## config.mk

```make
export PLATFORM = sky130hd
export DESIGN_NAME = mem_copy_dma
export DESIGN_NICKNAME = d
export VERILOG_FILES = /design/src/rtl/mem_copy_dma.sv
export SDC_FILE = /design/constraint.sdc
export NUM_CORES = 1
export LEC_CHECK = 0
export ABC_AREA = 1
export BUFFER_PORTS_ARGS = -buffer_cell sky130_fd_sc_hd__buf_4
export CORE_MARGIN = 5
export CORE_UTILIZATION = 57
export CTS_BUF_LIST = sky130_fd_sc_hd__clkbuf_16
export DETAILED_ROUTE_END_ITERATION = 7
export GPL_ROUTABILITY_DRIVEN = 1
export HOLD_SLACK_MARGIN = 0.02
export PLACE_DENSITY = 0.85
export SYNTH_ARGS = -nofsm -noshare
export SYNTH_HDL_FRONTEND = slang
export SYNTH_SLANG_ARGS = --single-unit
export TNS_END_PERCENT = 5
```

## constraint.sdc

```tcl
create_clock -name i_clk -period 5.05 [get_ports i_clk]
set_clock_uncertainty 0.15 [all_clocks]
set_input_delay 1.01 -clock i_clk [delete_from_list [all_inputs] [get_ports i_clk]]
set_output_delay 1.01 -clock i_clk [all_outputs]
set_load 0.05 [all_outputs]
```

## src/rtl/mem_copy_dma.sv

```systemverilog
// mem_copy_dma
// Word-copy engine that masters a single-port RAM. It reads one word, then writes it,
// in ascending order from src/dst. It also keeps a running sum of every word it reads.
//
// Ports
//   i_clk, i_rst      : clock and synchronous active-high reset
//   i_start           : transfer request, sampled only while idle
//   i_src, i_dst      : source / destination start word addresses
//   i_len             : number of words to copy (0 completes immediately)
//   o_busy            : high in every state except IDLE
//   o_done            : one-cycle completion pulse
//   o_sum             : sum of all words read, modulo 2^DATA_WIDTH
//   o_addr, o_data    : RAM address and write data
//   o_MemWrite        : RAM write strobe
//   o_MemRead         : RAM read strobe
//   i_data            : RAM read data (combinational)
module mem_copy_dma #(
    parameter int DATA_WIDTH = 32,
    parameter int ADDR_WIDTH = 32,
    parameter int LEN_WIDTH  = 6
) (
    input  logic                  i_clk,
    input  logic                  i_rst,
    input  logic                  i_start,
    input  logic [ADDR_WIDTH-1:0] i_src,
    input  logic [ADDR_WIDTH-1:0] i_dst,
    input  logic [LEN_WIDTH-1:0]  i_len,
    output logic                  o_busy,
    output logic                  o_done,
    output logic [DATA_WIDTH-1:0] o_sum,
    output logic [ADDR_WIDTH-1:0] o_addr,
    output logic [DATA_WIDTH-1:0] o_data,
    output logic                  o_MemWrite,
    output logic                  o_MemRead,
    input  logic [DATA_WIDTH-1:0] i_data
);

    typedef enum logic [1:0] {
        S_IDLE  = 2'd0,
        S_READ  = 2'd1,
        S_WRITE = 2'd2,
        S_DONE  = 2'd3
    } state_t;

    state_t                state_q, state_d;
    logic [ADDR_WIDTH-1:0] src_q, src_d;
    logic [ADDR_WIDTH-1:0] dst_q, dst_d;
    logic [LEN_WIDTH-1:0]  len_q, len_d;
    logic [LEN_WIDTH-1:0]  cnt_q, cnt_d;
    logic [DATA_WIDTH-1:0] buf_q, buf_d;
    logic [DATA_WIDTH-1:0] sum_q, sum_d;

    // Every output is a flop loaded from the next-state decode, so the RAM
    // port sees clean, glitch-free levels for the whole cycle.
    logic                  busy_q, busy_d;
    logic                  done_q, done_d;
    logic [ADDR_WIDTH-1:0] addr_q, addr_d;
    logic [DATA_WIDTH-1:0] data_q, data_d;
    logic                  wr_q, wr_d;
    logic                  rd_q, rd_d;

    logic [ADDR_WIDTH-1:0] cnt_ext_d;

    always_ff @(posedge i_clk) begin
        if (i_rst) begin
            state_q <= S_IDLE;
            src_q   <= '0;
            dst_q   <= '0;
            len_q   <= '0;
            cnt_q   <= '0;
            buf_q   <= '0;
            sum_q   <= '0;
            busy_q  <= 1'b0;
            done_q  <= 1'b0;
            addr_q  <= '0;
            data_q  <= '0;
            wr_q    <= 1'b0;
            rd_q    <= 1'b0;
        end else begin
            state_q <= state_d;
            src_q   <= src_d;
            dst_q   <= dst_d;
            len_q   <= len_d;
            cnt_q   <= cnt_d;
            buf_q   <= buf_d;
            sum_q   <= sum_d;
            busy_q  <= busy_d;
            done_q  <= done_d;
            addr_q  <= addr_d;
            data_q  <= data_d;
            wr_q    <= wr_d;
            rd_q    <= rd_d;
        end
    end

    // Next-state and datapath updates.
    always_comb begin
        state_d = state_q;
        src_d   = src_q;
        dst_d   = dst_q;
        len_d   = len_q;
        cnt_d   = cnt_q;
        buf_d   = buf_q;
        sum_d   = sum_q;
        case (state_q)
            S_IDLE: begin
                if (i_start) begin
                    sum_d = '0;
                    if (i_len != '0) begin
                        src_d   = i_src;
                        dst_d   = i_dst;
                        len_d   = i_len;
                        cnt_d   = '0;
                        state_d = S_READ;
                    end else begin
                        state_d = S_DONE;
                    end
                end
            end
            S_READ: begin
                buf_d   = i_data;
                sum_d   = sum_q + i_data;
                state_d = S_WRITE;
            end
            S_WRITE: begin
                cnt_d   = cnt_q + LEN_WIDTH'(1);
                state_d = (cnt_d == len_q) ? S_DONE : S_READ;
            end
            S_DONE: begin
                state_d = S_IDLE;
            end
            default: begin
                state_d = S_IDLE;
            end
        endcase
    end

    // Output values for the state being entered; the address uses the
    // updated counter so READ after WRITE already points at the next word.
    always_comb begin
        cnt_ext_d = ADDR_WIDTH'(cnt_d);
        busy_d    = (state_d != S_IDLE);
        done_d    = (state_d == S_DONE);
        rd_d      = (state_d == S_READ);
        wr_d      = (state_d == S_WRITE);
        addr_d    = '0;
        data_d    = '0;
        if (state_d == S_READ) begin
            addr_d = src_d + cnt_ext_d;
        end else if (state_d == S_WRITE) begin
            addr_d = dst_d + cnt_ext_d;
            data_d = buf_d;
        end
    end

    assign o_busy     = busy_q;
    assign o_done     = done_q;
    assign o_sum      = sum_q;
    assign o_addr     = addr_q;
    assign o_data     = data_q;
    assign o_MemWrite = wr_q;
    assign o_MemRead  = rd_q;

endmodule

```

==> results of run 1 <==
layout make-up:
type                       instances  area (um2)  share of cell area, %
clock buffer                      22         551                   3.93
clock inverter                    18         220                   1.57
inverter                         162         608                   4.34
multi-input combinational       1274        6480                   46.3
sequential                       210        4200                   30.0
tap                              270         338                   2.41
timing repair buffer             214        1610                   11.5
worst max-delay path, cell delays in order:
cell	delay [ns]
sky130_fd_sc_hd__buf_4	0.11
sky130_fd_sc_hd__nor2_1	0.13
sky130_fd_sc_hd__nand3_2	0.12
sky130_fd_sc_hd__nand2_4	0.19
sky130_fd_sc_hd__inv_2	0.21
sky130_fd_sc_hd__buf_4	0.23
sky130_fd_sc_hd__or2_2	0.27
sky130_fd_sc_hd__o21ai_0	0.12
sky130_fd_sc_hd__inv_1	0.09
sky130_fd_sc_hd__ha_1	0.40
sky130_fd_sc_hd__nand2_1	0.08
sky130_fd_sc_hd__nor2_1	0.08
sky130_fd_sc_hd__nand2_1	0.06
sky130_fd_sc_hd__nand3_1	0.13
sky130_fd_sc_hd__nand3_2	0.12
sky130_fd_sc_hd__nor2_4	0.20
sky130_fd_sc_hd__nand3_2	0.18
sky130_fd_sc_hd__nor2_4	0.20
sky130_fd_sc_hd__nand2_2	0.09
sky130_fd_sc_hd__nand2_1	0.07
sky130_fd_sc_hd__nand3_1	0.12
sky130_fd_sc_hd__a21oi_1	0.21
cell families after synthesis:
family,share of synthesized area (%)
AO/OA/AOI/OAI,11.5
XOR/XNOR,1.51
adder cells (fa/ha/maj),5.26
buffers and inverters,7.97
flip-flops,36.2
multiplexers,2.67
AND/OR/NAND/NOR,34.9
state kept, by name (all words and copies together), names as in the netlist:
register    count
buf_q          32
cnt_q           6
dst_q          32
len_q           6
o_MemRead       1
o_MemWrite      1
o_addr         32
o_busy          1
o_data         32
o_done          1
o_sum          32
src_q          32
state_q         2
cells in the mapped netlist (all sizes together):
master	count
inv	162
o21bai	2
xnor2	6
o211ai	1
xor2	14
nor3	9
o21ai	93
and2	1
a21boi	3
mux2i	31
or2	17
a211oi	1
o21a	4
dfxtp	210
nand2	423
o2111ai	1
o22ai	3
clkbuf	31
nor2	283
a31oi	8
buf	25
ha	44
a21o	9
and3	1
a22o	2
nand4	24
a21oi	124
nor3b	1
nand3b	17
fa	3
nand3	149
final timing paths:
check / from / endpoint / slack [ns] / cells after the start
max reg2reg: state_q[0] / o_addr[20] / 1.19 / 22
min reg2reg: dst_q[12] / dst_q[12] / 0.32 / 2
max: i_len[0] / o_addr[20] / 0.90 / 22
min: dst_q[12] / dst_q[12] / 0.32 / 2
power groups by stage:
| stage | clock [W] | sequential, W | combinational, W |
|---|---|---|---|
| 6_report | 0.00172 | 0.00181 | 0.00104 |
| 5_1_grt | 0.00182 | 0.00182 | 0.00113 |
| 4_1_cts | 0.00174 | 0.00181 | 0.00103 |
| 3_5_place_dp | 0 | 0.00184 | 0.00102 |
| 3_3_place_gp | 0 | 0.00184 | 0.00101 |
| 2_1_floorplan | 0 | 0.00198 | 0.000571 |
layout by cell type (no fill, tap or decap), types with 9 or more instances in the layout:
cell type	n
sky130_fd_sc_hd__o21ai_0	85
sky130_fd_sc_hd__nand3_1	144
sky130_fd_sc_hd__a21oi_1	124
sky130_fd_sc_hd__nor2_2	17
sky130_fd_sc_hd__mux2i_1	31
sky130_fd_sc_hd__xor2_1	14
sky130_fd_sc_hd__nand3b_1	16
sky130_fd_sc_hd__ha_1	44
sky130_fd_sc_hd__nand4_1	24
sky130_fd_sc_hd__or2_2	16
sky130_fd_sc_hd__buf_4	214
sky130_fd_sc_hd__nor2_1	257
sky130_fd_sc_hd__a21o_1	9
sky130_fd_sc_hd__nand2_2	17
sky130_fd_sc_hd__nor3_1	9
sky130_fd_sc_hd__nand2_1	404
sky130_fd_sc_hd__inv_1	160
sky130_fd_sc_hd__clkbuf_16	22
sky130_fd_sc_hd__dfxtp_1	210
per-stage QoR:
step | utilization [%] | power [W]
after detailed placement | 65.6 | 0.00286
after floorplan | - | 0.00255
final | 69.5 | 0.00457
after global routing | 69.5 | 0.00477
after global placement | 65.6 | 0.00285
after CTS | 69.5 | 0.00458
per-layer routing:
layer,vias up,routed length (um)
li1,5897,-
met3,87,2540
met5,-,0
met4,0,1490
met1,5324,14600
met2,475,17400
==> tab_implementation.tex, run 1 <==
\begin{tabular}{lr}
\hline
Metric & Value \\
\hline
\multicolumn{2}{l}{\textbf{Clock tree}} \\
CTS sink cnt & 210 \\
Clock H-tree levels & 1 \\
Root buffer cell & sky130\_fd\_sc\_hd\_\_clkbuf\_16 \\
Clock buffer count from CTS & 22 \\
Maximum root-to-sink buffer count & 3 \\
Number of cells upsized or downsized after cts & 0 \\
Hold buffer count at CTS & 0 \\
Clock tree from TritonCTS & yes \\
Clock slew at the register clock pins of the worst setup and hold paths & 0.06 ns \\
Later-pin clock latency in the skew report & 0.52 ns \\
Buffers inserted by post-CTS timing repair & 0 \\
\multicolumn{2}{l}{\textbf{Synth}} \\
Area of the mapped netlist & approximately 12000 um2 \\
Mapped Nets & 1854 \\
Syn Area/Cell & 6.82 um2 \\
Synth top area share & 36.2\% \\
Synthesis warning total & 0 \\
Synth area leaders & sky130\_fd\_sc\_hd\_\_dfxtp\_1 36\%, sky130\_fd\_sc\_hd\_\_nand2\_1 13\%, sky130\_fd\_sc\_hd\_\_nor2\_1 8.4\% \\
Synthesized flop and latch total & 210 \\
Post-synthesis cell type with the largest combined area & sky130\_fd\_sc\_hd\_\_dfxtp\_1 \\
Cells after Synth & roughly 1.7k \\
Netlist cell types & 44 \\
Sequential element share of the synthesized area & 36.2\% \\
\multicolumn{2}{l}{\textbf{Power and ir drop}} \\
Share of power burned in combinational logic & a little under a quarter \\
Internal portion of total power & roughly 0.0031 W \\
Relative contribution of the clock network to total power & 37.7\% \\
Worst-case vdd ir drop & 0.300 mV \\
Pwr/cell area & 326 nW/um2 \\
Flop pwr share & 39.6\% \\
Switching component of the power & 0.00143 W \\
Switching Fraction & a little under a third \\
Static Leakage & 6.52 nW \\
\multicolumn{2}{l}{\textbf{Die}} \\
I/O pins & 205 \\
Std cell rows & 52 \\
Area of the placeable core & 20200 um2 \\
Die X & 153 um \\
Vert. Die Dim & roughly 150 um \\
Initial core utilization & around 58\% \\
Area of the die & about 23000 um2 \\
\multicolumn{2}{l}{\textbf{Placement}} \\
Count of port buffers added during placement & 204 \\
Hpwl dp & 27.0 mm \\
Cell area reported after detailed placement & 13200 um2 \\
Weighted congestion at the end of routability-driven global placement & 0.980 \\
Post-placement cell count & 2130 \\
Post-Place Worst Slack & about 0.48 ns \\
\multicolumn{2}{l}{\textbf{Global routing}} \\
Most used routing layer in global routing & met2 \\
M1 GR Usage & 35.5\% \\
Met2 capacity usage during global routing & a little over half \\
Residual overflow from global routing & 0 \\
Global router's overall resource usage & 29.6\% \\
GR Layer Usage met3 & under 10\% \\
First-pass GRT wire length & 57.5 mm \\
Maximum number of pins on one net before global-route repair & 99 \\
Initial antenna violation count & 0 \\
Number of global-route vias before repair & 11.4k \\
\multicolumn{2}{l}{\textbf{Finish}} \\
Layout cells sized above 1 & 16.7\% \\
Non-filler cells, final & 2170 \\
Final Cell Area & 14000 um2 \\
Synth-to-layout area growth & 20.8\% \\
Total of fill cells in the finished design & 1748 \\
Antenna diode count & 0 \\
Fin nets & 2036 \\
\multicolumn{2}{l}{\textbf{STA}} \\
Smallest setup slack after layout & 0.900 ns \\
Sum Neg Setup Slack & 0 ns \\
Period utilization & 82.2\% \\
Setup-violating endpoint count in the final report & 0 \\
Fmax achieved & between 0.2 and 0.25 GHz \\
Tightest slew margin relative to the limit & 27.0\% \\
Minimum clock period & 4.15 ns \\
Unrepaired setup endpoints after global routing & no \\
Tightest hold margin & between 0.3 and 0.4 ns \\
Slew Viols, Final & 0 \\
Transition at the pin with the smallest max-transition slack & 1.09 ns \\
Final hold violation count & 0 \\
\multicolumn{2}{l}{\textbf{Route}} \\
DRT Pass-1 Iters & 6 \\
Per-cell routed wire length & 16.6 um \\
Overall via count from detail\_route & 11.8k \\
Wire length after detailed routing & $\sim$36 mm \\
DR vias/cell & 5.43 \\
Antenna viol nets, final & 0 \\
Number of remaining DRC errors & 0 \\
Violation count after the first detailed-routing iteration & 729 \\
\multicolumn{2}{l}{\textbf{Critical path}} \\
Worst endpoint required time & roughly 5.3 ns \\
Worst Setup Path Type & in -> reg \\
Endpoint class of the critical path & flop \\
Worst endpoint data arrival time & 4.42 ns \\
Top fanout value on the critical path & 18 \\
Nature of the critical path startpoint & input pin \\
\multicolumn{2}{l}{\textbf{Worst hold path}} \\
Hold Path Class & reg -> reg \\
\multicolumn{2}{l}{\textbf{Run status}} \\
Status & completed \\
\multicolumn{2}{l}{\textbf{Flow run}} \\
Number of violations of the max-capacitance limit & 0 \\
\hline
\end{tabular}
(Power assumes the default switching activity.)
==> inputs of run 2 (changes only) <==
clock period = 4.2 ns   (was 5.05 ns; I/O delays follow)
==> run 2 against run 1 <==
- sequential power grew 20%
- non-clock buffer count up 16
- critical path depth decreased by 2
- highest routed layer unchanged
- utilization up 0.45 points
- power up 19%
- largest power group unchanged
- flip-flop and latch count unchanged
- hold slack better by 0.0066 ns
- largest cell class unchanged
- wire length rose by 4.1%
==> tab_implementation.tex, run 2 (synthesis results as in run 1) <==
\begin{tabular}{lr}
\hline
Metric & Value \\
\hline
\multicolumn{2}{l}{\textbf{Die}} \\
Vert. Die Dim & 153 um (unchanged) \\
Std cell rows & 52 (unchanged) \\
I/O pins & 205 (unchanged) \\
Area of the die & 23300 um2 (unchanged) \\
Initial core utilization & 57.5\% (unchanged) \\
Area of the placeable core & 20200 um2 (unchanged) \\
Die X & 153 um (unchanged) \\
\multicolumn{2}{l}{\textbf{Power and ir drop}} \\
Switching Fraction & 31.1\% (was 31.2\%) \\
Share of power burned in combinational logic & 23.1\% (was 22.8\%) \\
Flop pwr share & 40.0\% (was 39.6\%) \\
Switching component of the power & 0.00169 W (was 0.00143 W) \\
PnR Total Power & 0.00544 W (was 0.00457 W) \\
Static Leakage & 6.61 nW (was 6.52 nW) \\
Internal portion of total power & 0.00375 W (was 0.00314 W) \\
Pwr/cell area & 386 nW/um2 (was 326 nW/um2) \\
Relative contribution of the clock network to total power & 36.9\% (was 37.7\%) \\
Worst-case vdd ir drop & 0.373 mV (was 0.300 mV) \\
\multicolumn{2}{l}{\textbf{Route}} \\
Violation count after the first detailed-routing iteration & 756 (was 729) \\
DRT Pass-1 Iters & 6 (unchanged) \\
Overall via count from detail\_route & 12.0k (was 11.8k) \\
Wire length after detailed routing & 37.5 mm (was 36.0 mm) \\
Antenna viol nets, final & 0 (unchanged) \\
Per-cell routed wire length & 17.2 um (was 16.6 um) \\
DR vias/cell & 5.49 (was 5.43) \\
Number of remaining DRC errors & 0 (unchanged) \\
\multicolumn{2}{l}{\textbf{Clock tree}} \\
Maximum root-to-sink buffer count & 3 (unchanged) \\
CTS sink cnt & 210 (unchanged) \\
Clock slew at the register clock pins of the worst setup and hold paths & 0.06 ns (about the same) \\
Clock buffer count from CTS & 22 (unchanged) \\
Buffers inserted by post-CTS timing repair & 0 (unchanged) \\
Hold buffer count at CTS & 0 (unchanged) \\
Clock H-tree levels & 1 (unchanged) \\
Number of cells upsized or downsized after cts & 0 (unchanged) \\
Root buffer cell & sky130\_fd\_sc\_hd\_\_clkbuf\_16 (unchanged) \\
Later-pin clock latency in the skew report & 0.51 ns (was 0.52 ns) \\
Clock tree from TritonCTS & yes (unchanged) \\
\multicolumn{2}{l}{\textbf{Critical path}} \\
Endpoint class of the critical path & flop (unchanged) \\
Worst endpoint required time & 4.50 ns (was 5.32 ns) \\
R2r endpoint & o\_addr[26] (was o\_addr[20]) \\
Setup slack of the most critical reg-to-reg path & 0.60 ns (was 1.19 ns) \\
Cell repeated most along the worst path & sky130\_fd\_sc\_hd\_\_nand2\_1 \\
Top fanout value on the critical path & 8 (was 18) \\
Start of the worst register-to-register path & state\_q[1] (was state\_q[0]) \\
Nature of the critical path startpoint & flop (was input pin) \\
Buffering stage count on the worst path with inverters included & 3 (was 4) \\
Slowest CP cell & sky130\_fd\_sc\_hd\_\_dfxtp\_1 (was sky130\_fd\_sc\_hd\_\_ha\_1) \\
Highest cell delay on the worst timing path & 0.51 ns (was 0.40 ns) \\
Worst Setup Path Type & reg -> reg (was in -> reg) \\
Worst endpoint data arrival time & 3.89 ns (was 4.42 ns) \\
Cells on worst reg2reg path & 20 (was 22) \\
Family with the most delay on the worst path & simple AND/OR/NAND/NOR gates (unchanged) \\
Series of cell instances along the critical path & inv\_1 > nor2\_2 > inv\_1 > o21ai\_0 > inv\_1 > nand2\_1 > nand2\_1 > ha\_1 > nand2\_1 > nor2\_1 > nand2\_1 > nand3\_1 > nand3\_1 > nor2\_2 > nand3\_2 > nor2\_4 > nand3\_1 > o21ai\_1 > nand3\_1 > nand2\_1 (was buf\_4 > nor2\_1 > nand3\_2 > nand2\_4 > inv\_2 > buf\_4 > or2\_2 > o21ai\_0 > inv\_1 > ha\_1 > nand2\_1 > nor2\_1 > nand2\_1 > nand3\_1 > nand3\_2 > nor2\_4 > nand3\_2 > nor2\_4 > nand2\_2 > nand2\_1 > nand3\_1 > a21oi\_1) \\
\multicolumn{2}{l}{\textbf{STA}} \\
Minimum clock period & 3.60 ns \\
Final hold violation count & 0 (unchanged) \\
Setup-violating endpoint count in the final report & 0 (unchanged) \\
Fmax achieved & 0.278 GHz \\
Tightest slew margin relative to the limit & 45.2\% (was 27.0\%) \\
Sum Neg Setup Slack & 0 ns (unchanged) \\
Period utilization & 85.6\% \\
Unrepaired setup endpoints after global routing & no (unchanged) \\
Slew Viols, Final & 0 (unchanged) \\
Transition at the pin with the smallest max-transition slack & 0.822 ns (was 1.09 ns) \\
\multicolumn{2}{l}{\textbf{Worst hold path}} \\
Min-Delay Endpoint & src\_q[14] (was dst\_q[12]) \\
Startpoint of the lowest-slack hold path & src\_q[14] (was dst\_q[12]) \\
Hold Path Class & reg -> reg (unchanged) \\
WHS Path Cells & 2 (unchanged) \\
\multicolumn{2}{l}{\textbf{Global routing}} \\
Maximum number of pins on one net before global-route repair & 74 (was 99) \\
Number of global-route vias before repair & 11.8k (was 11.4k) \\
Residual overflow from global routing & 0 (unchanged) \\
First-pass GRT wire length & 60.0 mm (was 57.5 mm) \\
Initial antenna violation count & 0 (unchanged) \\
Global router's overall resource usage & 30.9\% (was 29.6\%) \\
\multicolumn{2}{l}{\textbf{Run status}} \\
Status & completed (unchanged) \\
\multicolumn{2}{l}{\textbf{Placement}} \\
Count of port buffers added during placement & 204 (unchanged) \\
Hpwl dp & 28.6 mm (was 27.0 mm) \\
Weighted congestion at the end of routability-driven global placement & 0.940 (was 0.980) \\
\multicolumn{2}{l}{\textbf{Finish}} \\
Antenna diode count & 0 (unchanged) \\
Total of fill cells in the finished design & 1705 (was 1748) \\
Layout cells sized above 1 & 17.4\% (was 16.7\%) \\
Synth-to-layout area growth & 21.5\% (was 20.8\%) \\
Fin nets & 2052 (was 2036) \\
Final Core Density & 69.9\% (was 69.5\%) \\
Most frequent cells in the layout & 404 x sky130\_fd\_sc\_hd\_\_nand2\_1, 257 x sky130\_fd\_sc\_hd\_\_nor2\_1, 230 x sky130\_fd\_sc\_hd\_\_buf\_4, 210 x sky130\_fd\_sc\_hd\_\_dfxtp\_1, 161 x sky130\_fd\_sc\_hd\_\_inv\_1 (was 404 x sky130\_fd\_sc\_hd\_\_nand2\_1, 257 x sky130\_fd\_sc\_hd\_\_nor2\_1, 214 x sky130\_fd\_sc\_hd\_\_buf\_4, 210 x sky130\_fd\_sc\_hd\_\_dfxtp\_1, 160 x sky130\_fd\_sc\_hd\_\_inv\_1) \\
Leading cell type in the layout, fill and taps excluded & sky130\_fd\_sc\_hd\_\_nand2\_1 (unchanged) \\
\multicolumn{2}{l}{\textbf{Flow run}} \\
Number of violations of the max-capacitance limit & 0 (unchanged) \\
\hline
\end{tabular}
run 2: cell types whose count changed in the layout (fill, tap and decap cells not counted):
cell	before	now
sky130_fd_sc_hd__clkbuf_16	22	23
sky130_fd_sc_hd__clkinvlp_4	2	0
sky130_fd_sc_hd__clkinv_8	1	0
sky130_fd_sc_hd__bufinv_16	5	4
sky130_fd_sc_hd__buf_4	214	230
sky130_fd_sc_hd__clkinv_2	1	3
sky130_fd_sc_hd__inv_1	160	161
sky130_fd_sc_hd__clkinv_1	6	4
run 2: worst register-to-register path, cell delays in order, from the launching register on:
cell and delay (ns):
sky130_fd_sc_hd__dfxtp_1 0.51, sky130_fd_sc_hd__inv_1 0.09, sky130_fd_sc_hd__nor2_2 0.30, sky130_fd_sc_hd__inv_1 0.11
sky130_fd_sc_hd__o21ai_0 0.09, sky130_fd_sc_hd__inv_1 0.12, sky130_fd_sc_hd__nand2_1 0.11, sky130_fd_sc_hd__nand2_1 0.14
sky130_fd_sc_hd__ha_1 0.43, sky130_fd_sc_hd__nand2_1 0.08, sky130_fd_sc_hd__nor2_1 0.10, sky130_fd_sc_hd__nand2_1 0.08
sky130_fd_sc_hd__nand3_1 0.10, sky130_fd_sc_hd__nand3_1 0.17, sky130_fd_sc_hd__nor2_2 0.16, sky130_fd_sc_hd__nand3_2 0.14
sky130_fd_sc_hd__nor2_4 0.19, sky130_fd_sc_hd__nand3_1 0.13, sky130_fd_sc_hd__o21ai_1 0.16, sky130_fd_sc_hd__nand3_1 0.12
sky130_fd_sc_hd__nand2_1 0.07
run 2: per-layer routing:
metal / vias to the layer above / share of wire (%) / global-route usage, %
met5: - / 0 / 0
li1: 5918 / - / -
met1: 5462 / 39 / 36.9
met4: 0 / 4.3 / 11.5
met3: 100 / 7.3 / 5.62
met2: 500 / 49 / 55.5
run 2: through the flow:
stage          cell area [um2]  setup WS (ns)  hold WS (ns)  cells
3_5_place_dp             13400          0.283         0.320   2146
4_1_cts                  14100          0.673         0.328   2184
5_1_grt                  14100          0.272         0.339   2184
3_3_place_gp             13400          0.300         0.307   2146
6_report                 14100          0.604         0.329   2184
2_1_floorplan            11600          0.367         0.296   1702
run 2: power by group through the flow:
stage          clock network (W)  logic, W  registers (W)
2_1_floorplan                  0  0.000687        0.00238
3_3_place_gp                   0   0.00123        0.00221
3_5_place_dp                   0   0.00124        0.00222
4_1_cts                  0.00203   0.00125        0.00217
5_1_grt                  0.00213   0.00138        0.00219
6_report                 0.00201   0.00126        0.00217
run 2: worst max-delay path by stage:
stage	endpoint	cells after the start	startpoint	slack [ns]
finish	o_addr[26]	20	state_q[1]	0.60
global route	o_addr[23]	23	state_q[1]	0.27
CTS	o_addr[26]	20	state_q[1]	0.67
detailed placement	o_addr[26]	21	i_len[0]	0.28
global placement	o_addr[26]	19	i_len[4]	0.30
floorplan	o_addr[28]	24	i_len[2]	0.37
run 2: final cells by class:
class	count	area [um2]	share of cell area, %
multi-input combinational	1274	6480	46.0
timing repair buffer	230	1730	12.2
inverter	162	608	4.31
clock inverter	15	165	1.17
tap	270	338	2.40
clock buffer	23	576	4.08
sequential	210	4200	29.8
